==> src/rtl/lsu_pkg.sv <==
// Shared definitions for the load/store unit: request op encodings, FSM states
// and small op-classification helpers.
package lsu_pkg;

  typedef enum logic [1:0] {
    OP_LOAD  = 2'b00,
    OP_STORE = 2'b01,
    OP_PUSH  = 2'b10,
    OP_POP   = 2'b11
  } lsu_op_e;

  typedef enum logic [1:0] {
    S_IDLE   = 2'b00,
    S_ACCESS = 2'b01,
    S_RESP   = 2'b10
  } lsu_state_e;

  function automatic logic op_writes(lsu_op_e op);
    return (op == OP_STORE) || (op == OP_PUSH);
  endfunction

  function automatic logic op_reads(lsu_op_e op);
    return (op == OP_LOAD) || (op == OP_POP);
  endfunction

endpackage

==> src/rtl/lsu_stack_ptr.sv <==
// Stack pointer register with full/empty detection. The stack grows downward
// from SP_INIT; a push may write no lower than STACK_LIMIT.
module lsu_stack_ptr #(
  parameter logic [7:0] SP_INIT     = 8'hFF,
  parameter logic [7:0] STACK_LIMIT = 8'hC0
) (
  input  logic       clock,
  input  logic       reset,
  input  logic       push_i,
  input  logic       pop_i,
  output logic [7:0] sp_o,
  output logic [7:0] sp_plus1_o,
  output logic       full_o,
  output logic       empty_o
);

  logic [7:0] sp_q;
  logic [7:0] sp_d;

  always_comb begin
    // NOTE: every always_comb output gets a default first so no path infers a latch.
    sp_d = sp_q;
    if (push_i)     sp_d = sp_q - 8'd1;
    else if (pop_i) sp_d = sp_q + 8'd1;
  end

  // NOTE: state registers use non-blocking assignments so all flops update together.
  always_ff @(posedge clock or posedge reset) begin
    if (reset) sp_q <= SP_INIT;
    else       sp_q <= sp_d;
  end

  assign sp_o       = sp_q;
  assign sp_plus1_o = sp_q + 8'd1;
  assign full_o     = (sp_q < STACK_LIMIT);
  assign empty_o    = (sp_q == SP_INIT);

endmodule

==> src/rtl/load_store_unit.sv <==
// Three-state load/store unit: one request per IDLE->ACCESS->RESP pass, with
// base+offset addressing for LOAD/STORE and a downward-growing stack for PUSH/POP.
module load_store_unit
  import lsu_pkg::*;
#(
  parameter logic [7:0] SP_INIT     = 8'hFF,
  parameter logic [7:0] STACK_LIMIT = 8'hC0
) (
  input  logic       clock,
  input  logic       reset,
  input  logic       req_valid,
  output logic       req_ready,
  input  logic [1:0] req_op,
  input  logic [7:0] req_base,
  input  logic [7:0] req_offset,
  input  logic [7:0] req_wdata,
  output logic       mem_Rm,
  output logic       mem_Wm,
  output logic [7:0] mem_address,
  output logic [7:0] mem_RegVal,
  input  logic [7:0] mem_Data_out,
  output logic       rsp_valid,
  output logic       rsp_err,
  output logic [7:0] rsp_data,
  output logic [7:0] sp,
  output logic       stack_err
);

  lsu_state_e state_q, state_d;
  lsu_op_e    op_q;
  lsu_op_e    req_op_e;
  logic       reject_q, reject_d;
  logic [7:0] addr_q, addr_d;
  logic [7:0] wdata_q;
  logic [7:0] rdata_q;
  logic       stack_err_q;
  logic       accept;
  logic       push_en, pop_en;
  logic [7:0] sp_cur, sp_plus1;
  logic       stack_full, stack_empty;

  assign req_op_e = lsu_op_e'(req_op);

  lsu_stack_ptr #(
    .SP_INIT     (SP_INIT),
    .STACK_LIMIT (STACK_LIMIT)
  ) u_stack_ptr (
    .clock      (clock),
    .reset      (reset),
    .push_i     (push_en),
    .pop_i      (pop_en),
    .sp_o       (sp_cur),
    .sp_plus1_o (sp_plus1),
    .full_o     (stack_full),
    .empty_o    (stack_empty)
  );

  always_ff @(posedge clock or posedge reset) begin
    if (reset) state_q <= S_IDLE;
    else       state_q <= state_d;
  end

  // Strobes and response flags decode straight from the state register, so an
  // asynchronous reset clears them in the same instant it clears the state.
  always_comb begin
    state_d   = state_q;
    accept    = 1'b0;
    req_ready = 1'b0;
    mem_Rm    = 1'b0;
    mem_Wm    = 1'b0;
    rsp_valid = 1'b0;
    rsp_err   = 1'b0;
    push_en   = 1'b0;
    pop_en    = 1'b0;
    unique case (state_q)
      S_IDLE: begin
        req_ready = 1'b1;
        if (req_valid) begin
          accept  = 1'b1;
          state_d = S_ACCESS;
        end
      end
      S_ACCESS: begin
        mem_Rm  = !reject_q && op_reads(op_q);
        mem_Wm  = !reject_q && op_writes(op_q);
        push_en = !reject_q && (op_q == OP_PUSH);
        pop_en  = !reject_q && (op_q == OP_POP);
        state_d = S_RESP;
      end
      S_RESP: begin
        rsp_valid = 1'b1;
        rsp_err   = reject_q;
        state_d   = S_IDLE;
      end
      default: state_d = S_IDLE;
    endcase
  end

  always_comb begin
    reject_d = 1'b0;
    addr_d   = req_base + req_offset;
    unique case (req_op_e)
      OP_PUSH: begin
        addr_d   = sp_cur;
        reject_d = stack_full;
      end
      OP_POP: begin
        addr_d   = sp_plus1;
        reject_d = stack_empty;
      end
      default: ;
    endcase
  end

  always_ff @(posedge clock or posedge reset) begin
    if (reset) begin
      op_q        <= OP_LOAD;
      reject_q    <= 1'b0;
      addr_q      <= 8'h00;
      wdata_q     <= 8'h00;
      rdata_q     <= 8'h00;
      stack_err_q <= 1'b0;
    end else begin
      if (accept) begin
        op_q     <= req_op_e;
        reject_q <= reject_d;
        addr_q   <= addr_d;
        if (op_writes(req_op_e)) wdata_q <= req_wdata;
      end
      if (state_q == S_ACCESS) begin
        if (!reject_q && op_reads(op_q)) rdata_q <= mem_Data_out;
        if (reject_q) stack_err_q <= 1'b1;
      end
    end
  end

  assign mem_address = addr_q;
  assign mem_RegVal  = wdata_q;
  assign rsp_data    = rdata_q;
  assign sp          = sp_cur;
  assign stack_err   = stack_err_q;

endmodule

==> config.mk <==
export PLATFORM = sky130hd
export DESIGN_NAME = load_store_unit
export DESIGN_NICKNAME = d
export VERILOG_FILES = /design/src/rtl/lsu_pkg.sv /design/src/rtl/lsu_stack_ptr.sv /design/src/rtl/load_store_unit.sv
export SDC_FILE = /design/constraint.sdc
export NUM_CORES = 1
export LEC_CHECK = 0
export BUFFER_PORTS_ARGS = -buffer_cell sky130_fd_sc_hd__clkbuf_2
export CAP_MARGIN = 15
export CORE_ASPECT_RATIO = 2
export CORE_MARGIN = 3
export CORE_UTILIZATION = 40
export CTS_BUF_LIST = sky130_fd_sc_hd__clkbuf_4 sky130_fd_sc_hd__clkbuf_8
export DETAILED_ROUTE_END_ITERATION = 10
export PLACE_DENSITY = 0.66
export SETUP_SLACK_MARGIN = 0.4
export SLEW_MARGIN = 20
export SYNTH_ARGS = -nofsm -noshare
export SYNTH_HDL_FRONTEND = slang
export SYNTH_SLANG_ARGS = --single-unit
export TNS_END_PERCENT = 1
==> constraint.sdc <==
create_clock -name clock -period 2.28 [get_ports clock]
set_input_delay 0.456 -clock clock [delete_from_list [all_inputs] [get_ports clock]]
set_output_delay 0.456 -clock clock [all_outputs]
set_load 0.005 [all_outputs]
---- Word-level counts from Yosys, hierarchy flattened ----
Cells that the tools add are included.
storage, ports and cells
  output and inout bits ................... 38
  input port bits ......................... 37
  word-level logic and storage cells ...... 51
  bits in registers ....................... 38
cells by class
  eq/ne operators ......................... 10
  $lt $le $gt $ge ......................... 1
  muxes and demuxes ....................... 15
  add/subtract/negate cells ............... 3
  reduce and logical (&&, ||, !) cells .... 14
operators by type and width
  cell                                                 number
  two-way mux 8 bit                                    2
  case mux 8 bit (2 select lines)                      1
  equality test 2 bit, second input constant           5
  two-way mux 1 bit                                    9
  adder 8 x 1 -> 8 bit, second input constant          1
  adder 8 bit                                          1
  equality test 8 bit, second input constant           1
  < comparator 8 bit, second input constant            1
  subtractor 8 x 1 -> 8 bit, second input constant     1
  equality test 2 x 1 -> 1 bit, second input constant  3
  AND reduction 2 bit                                  3
  logical AND 1 bit                                    4
  logical NOT 2 bit                                    2
  case mux 2 bit (2 select lines)                      1
  logical OR 1 bit                                     3
  two-way mux 2 bit                                    1
  != test 2 bit, second input constant                 1
  case mux 1 bit (2 select lines)                      1
  nonzero test 2 bit                                   1
  logical NOT 1 bit                                    1

---- Logic depth before layout (Yosys ltp) ----
  depth after elaboration ................. 5
  gate-level depth with buffers ........... 8
  gate-level depth less buffers ........... 8

---- Modules after synthesis ----
Synthesis repeated with hierarchy kept, for this count alone.
second synthesis, totals
  cell total of the unflattened synthesis .. 206
  area, all modules ....................... 2257.2 um^2
modules (own cells, without submodules)
  module           times used  cells each  seq. area each (um^2)  area an instance (um^2)
  load_store_unit  1           141         750.7                  1656.6
  lsu_stack_ptr    1           65          210.2                  600.6

---- Worst setup path after synthesis ----
OpenSTA, ideal clock, no wires.
  kind .................................... in2reg
  start ................................... input port req_base[0]
  end ..................................... register addr_q[4] (netlist: mem_address[4])
  stages .................................. 8
  arrival ................................. 1.688 ns
  required time ........................... 2.147 ns
  path slack .............................. 0.460 ns
  library setup time ...................... 0.133 ns
  buffers on the path ..................... 0
  cell sequence ........................... ha_1 inv_1 fa_1 nor2b_1 o31a_1 a211oi_1 a221oi_1 o21ai_0
on the way
  longest elaborated chain between the ends .. 2
RTL lines
  item                             RTL line                RTL
  from (decl)                      load_store_unit.sv:14   input logic [7:0] req_base,
  adder 8 bit                      load_store_unit.sv:101  addr_d = req_base + req_offset;
  case mux 8 bit (2 select lines)  load_store_unit.sv:102  unique case (req_op_e)
  to (signal assigned)             load_store_unit.sv:127  addr_q <= addr_d;
  to (decl)                        load_store_unit.sv:33   logic [7:0] addr_q, addr_d;
Every way passes these cells.
A chain may end at the register's enable or synchronous reset.

---- Worst setup path in the final report ----
Same ends and word-level chain as after synthesis.

==> results by group <==
Yosys
  • Top_reg_cell synth: dfrtp_1
  • Most instantiated cells after synthesis: dfrtp_1 (30), nand2_1 (20), mux2_2 (16)
  • Synth top area share: between 30% and 40%
  • Seq/Total Area, Yosys: a little over two fifths
  • Post-synth EDFFs: 0
  • Post-Syn Area: approximately 2300 µm²
  • Syn_area_per_cell: 9.93 µm²
  • Post-synth cell types: 50
  • Syn Inst Count: between 200 and 250
  • Leading area contributor after synthesis: dfrtp_1
  • Synth Register Bits: 38
  • Most frequent cell after synthesis: dfrtp_1
  • Mapped Nets: 280
  • YS warnings: 0
  • Top post-synthesis cells by area: dfrtp_1 (33%), dfstp_2 (9.2%), mux2_2 (7.9%)
  • Async set or reset register ratio after synthesis: 100%

Power and ir drop
  • Pwr/cell area: 994 nW/µm²
  • Leak: ~1.3 nW
  • Maximum VDD drop: between 0.5 and 0.6 mV

STA
  • Final min period: between 1500 and 2000 ps
  • Final Hold Viols: 0
  • Least-Margin Pin Slew: 484 ps
  • Fmax: 539 MHz
  • Slew Limit Headroom: between 60% and 70%
  • Sum Neg Setup Slack: 0 ps
  • Setup violations, final: 0
  • RSZ-0062 raised after global routing: true
  • Fin crit share: about four fifths
  • Final Skew: around 3.0 ps
  • Pins Over Slew Limit: 0

Drt
  • Starting DRT DRC Count: 72
  • Vias: roughly 2000
  • Met3 routed WL: 249 µm
  • WL final: 5660 µm
  • DR WL/cell: approximately 15 µm
  • Post-DRT Antenna Nets: 0
  • Drt drc: 0
  • TritonRoute pass-1 iters: 4
  • Drt via density: 5.36
  • Met2 WL post-DR: about 3200 µm
  • Metal-1 WL: ~1900 µm
  • Top routing layer in use: met4

Floorplanning
  • I/O pin count: 75
  • Cell Rows: 38
  • Die H: around 110 µm
  • Core Footprint: roughly 5500 µm²
  • Die Area: between 6000 and 7000 µm²
  • Die width: between 50 and 60 µm
  • Starting density of the core: between 40% and 50%

CTS
  • CTS Buf Count: 5
  • Clock latency on the worst-skew pair: about 300 ps
  • Max clock buf depth: 2
  • Clk slew on worst S/H paths: roughly 70 ps
  • Clock Sinks: 38
  • Root buffer cell: clkbuf_8
  • H-tree depth: 2
  • CTS tree: yes
  • Hold Buf Count CTS: 0

GRT
  • Remaining global-route overflow: 0
  • Vias in the first global route: 1998
  • Initial antenna violation count: 0
  • First-pass GRT wire length: around 9500 µm
  • Total track usage: 18.8%
  • Largest net degree at the start of global routing: 39

Layout
  • Post-Layout Inst Area: roughly 2800 µm²
  • Fin util: between 50% and 60%
  • Share of layout cells above drive strength 1: 40.1%
  • Ant diodes: 0
  • Footprint of the multi-input gates: ~1200 µm²
  • Area Overhead vs Synth: 24.1%
  • Register Area: about 960 µm²
  • FILL cells: ~530
  • Layout Nets: roughly 360

Critical path
  • Crit. End Element: register
  • Startpoint class of the critical path: primary input
  • Required time worst endpoint: between 2000 and 2500 ps
  • Crit-path max FO: 3
  • Crit path DAT: approximately 2000 ps
  • Critical path class: in -> reg

Placed design
  • DP HPWL: 4510 µm
  • RD Place Congestion: about 0.87
  • Placed cell areas: about 2700 µm²
  • I/O Buffers: 74

Status
  • Status: finished, final reports clean

Worst hold path
  • Worst hold path type: in -> async

Flow run
  • Max-Cap Viols: 0
## per-stage QoR
stage	worst slack, ps	hold WS (ps)	power, W	std cells
6_report	424	240	0.00280	367
5_1_grt	360	281	0.00303	367
4_1_cts	404	258	0.00283	366
3_5_place_dp	97.4	451	0.00232	358
3_3_place_gp	113	446	0.00229	358
2_1_floorplan	460	451	0.00187	229
## layout by cell type (no fill, tap or decap), types with 2 or more instances in the layout
master    instances
nand4_1           3
dfrtp_1          30
ha_1             13
and2_1            2
nand3_1           6
nor3_1            6
a21o_1            2
clkbuf_8          6
o22ai_1           2
mux2_2           16
nor2b_1           5
buf_4             6
nor2_1           15
clkbuf_2         74
a211oi_1          3
xnor2_1           8
a221oi_1          5
xor2_1            6
nand2b_1          3
mux2i_1           2
a21oi_1          10
dfstp_2           8
nand2_1          20
o21a_1            2
or2_2             2
nor4_1            2
inv_1            11
o21ai_0          12
## routing by layer
metal	up-vias	global-route usage [%]
li1	962	-
met1	929	18.6
met2	59	33.1
met3	18	3.45
met4	0	13.3
met5	-	0
## report_power, final
group / total [W] / internal, W / switching [W]
sequential: 0.00129 / 0.000992 / 0.000302
combinational: 0.00102 / 0.000551 / 0.000468
clock: 0.000489 / 0.000243 / 0.000246
total: 0.00280 / 0.00179 / 0.00102
## registers in the layout, indices dropped and copies added, names as in the netlist
register          cells
mem_RegVal            8
mem_address           8
rsp_data              8
u_stack_ptr.sp_o      8
op_q                  2
state_q               2
reject_q              1
stack_err             1
## path summary, 6_finish.rpt
kind / start / endpoint / slack (ps) / depth (start not counted)
worst min-delay path: reset / stack_err / 240 / 3
max in group asynchronous: reset / u_stack_ptr.sp_o[2] / 1680 / 3
worst max register to register: u_stack_ptr.sp_o[3] / mem_address[7] / 510 / 5
worst max-delay path: req_base[0] / mem_address[4] / 420 / 9
worst min register to register: stack_err / stack_err / 470 / 1
min in group clock: req_wdata[7] / mem_RegVal[7] / 390 / 2
## worst max-delay path, cell delays in order
cell and delay (ps):
clkbuf_2 80, ha_1 180, inv_1 60, fa_1 380, nor2b_2 150, o31a_1 230
a211oi_1 70, a221oi_1 290, o21ai_0 130
## logic make-up (layout without fill, tap and decap cells)
kind of cell             Yosys count  after routing  synth area share, %
XOR/XNOR                          14             14                 5.39
AND/OR/NAND/NOR                   75             75                 16.8
buffers and inverters             22            100                 4.68
AO/OA/AOI/OAI                     48             48                 14.0
adder cells (fa/ha/maj)           14             14                 8.04
multiplexers                      18             18                 8.81
flip-flops                        38             38                 42.3
## timing repair
action / 4_1_cts / 5_1_grt
setup buffers: 0 / 1
resized for setup: 3 / 4
setup endpoints to repair: 1 / 7
endpoints found under the hold margin: 0 / 0
pin swaps: 0 / 1
## layout make-up
class	count	share of cell area, %
multi-input combinational	169	43.6
sequential	38	34.1
timing repair buffer	80	14.7
clock buffer	6	2.93
tap	60	2.66
inverter	12	1.60
clock inverter	2	0.444
Power figures use the tool's default switching activity.
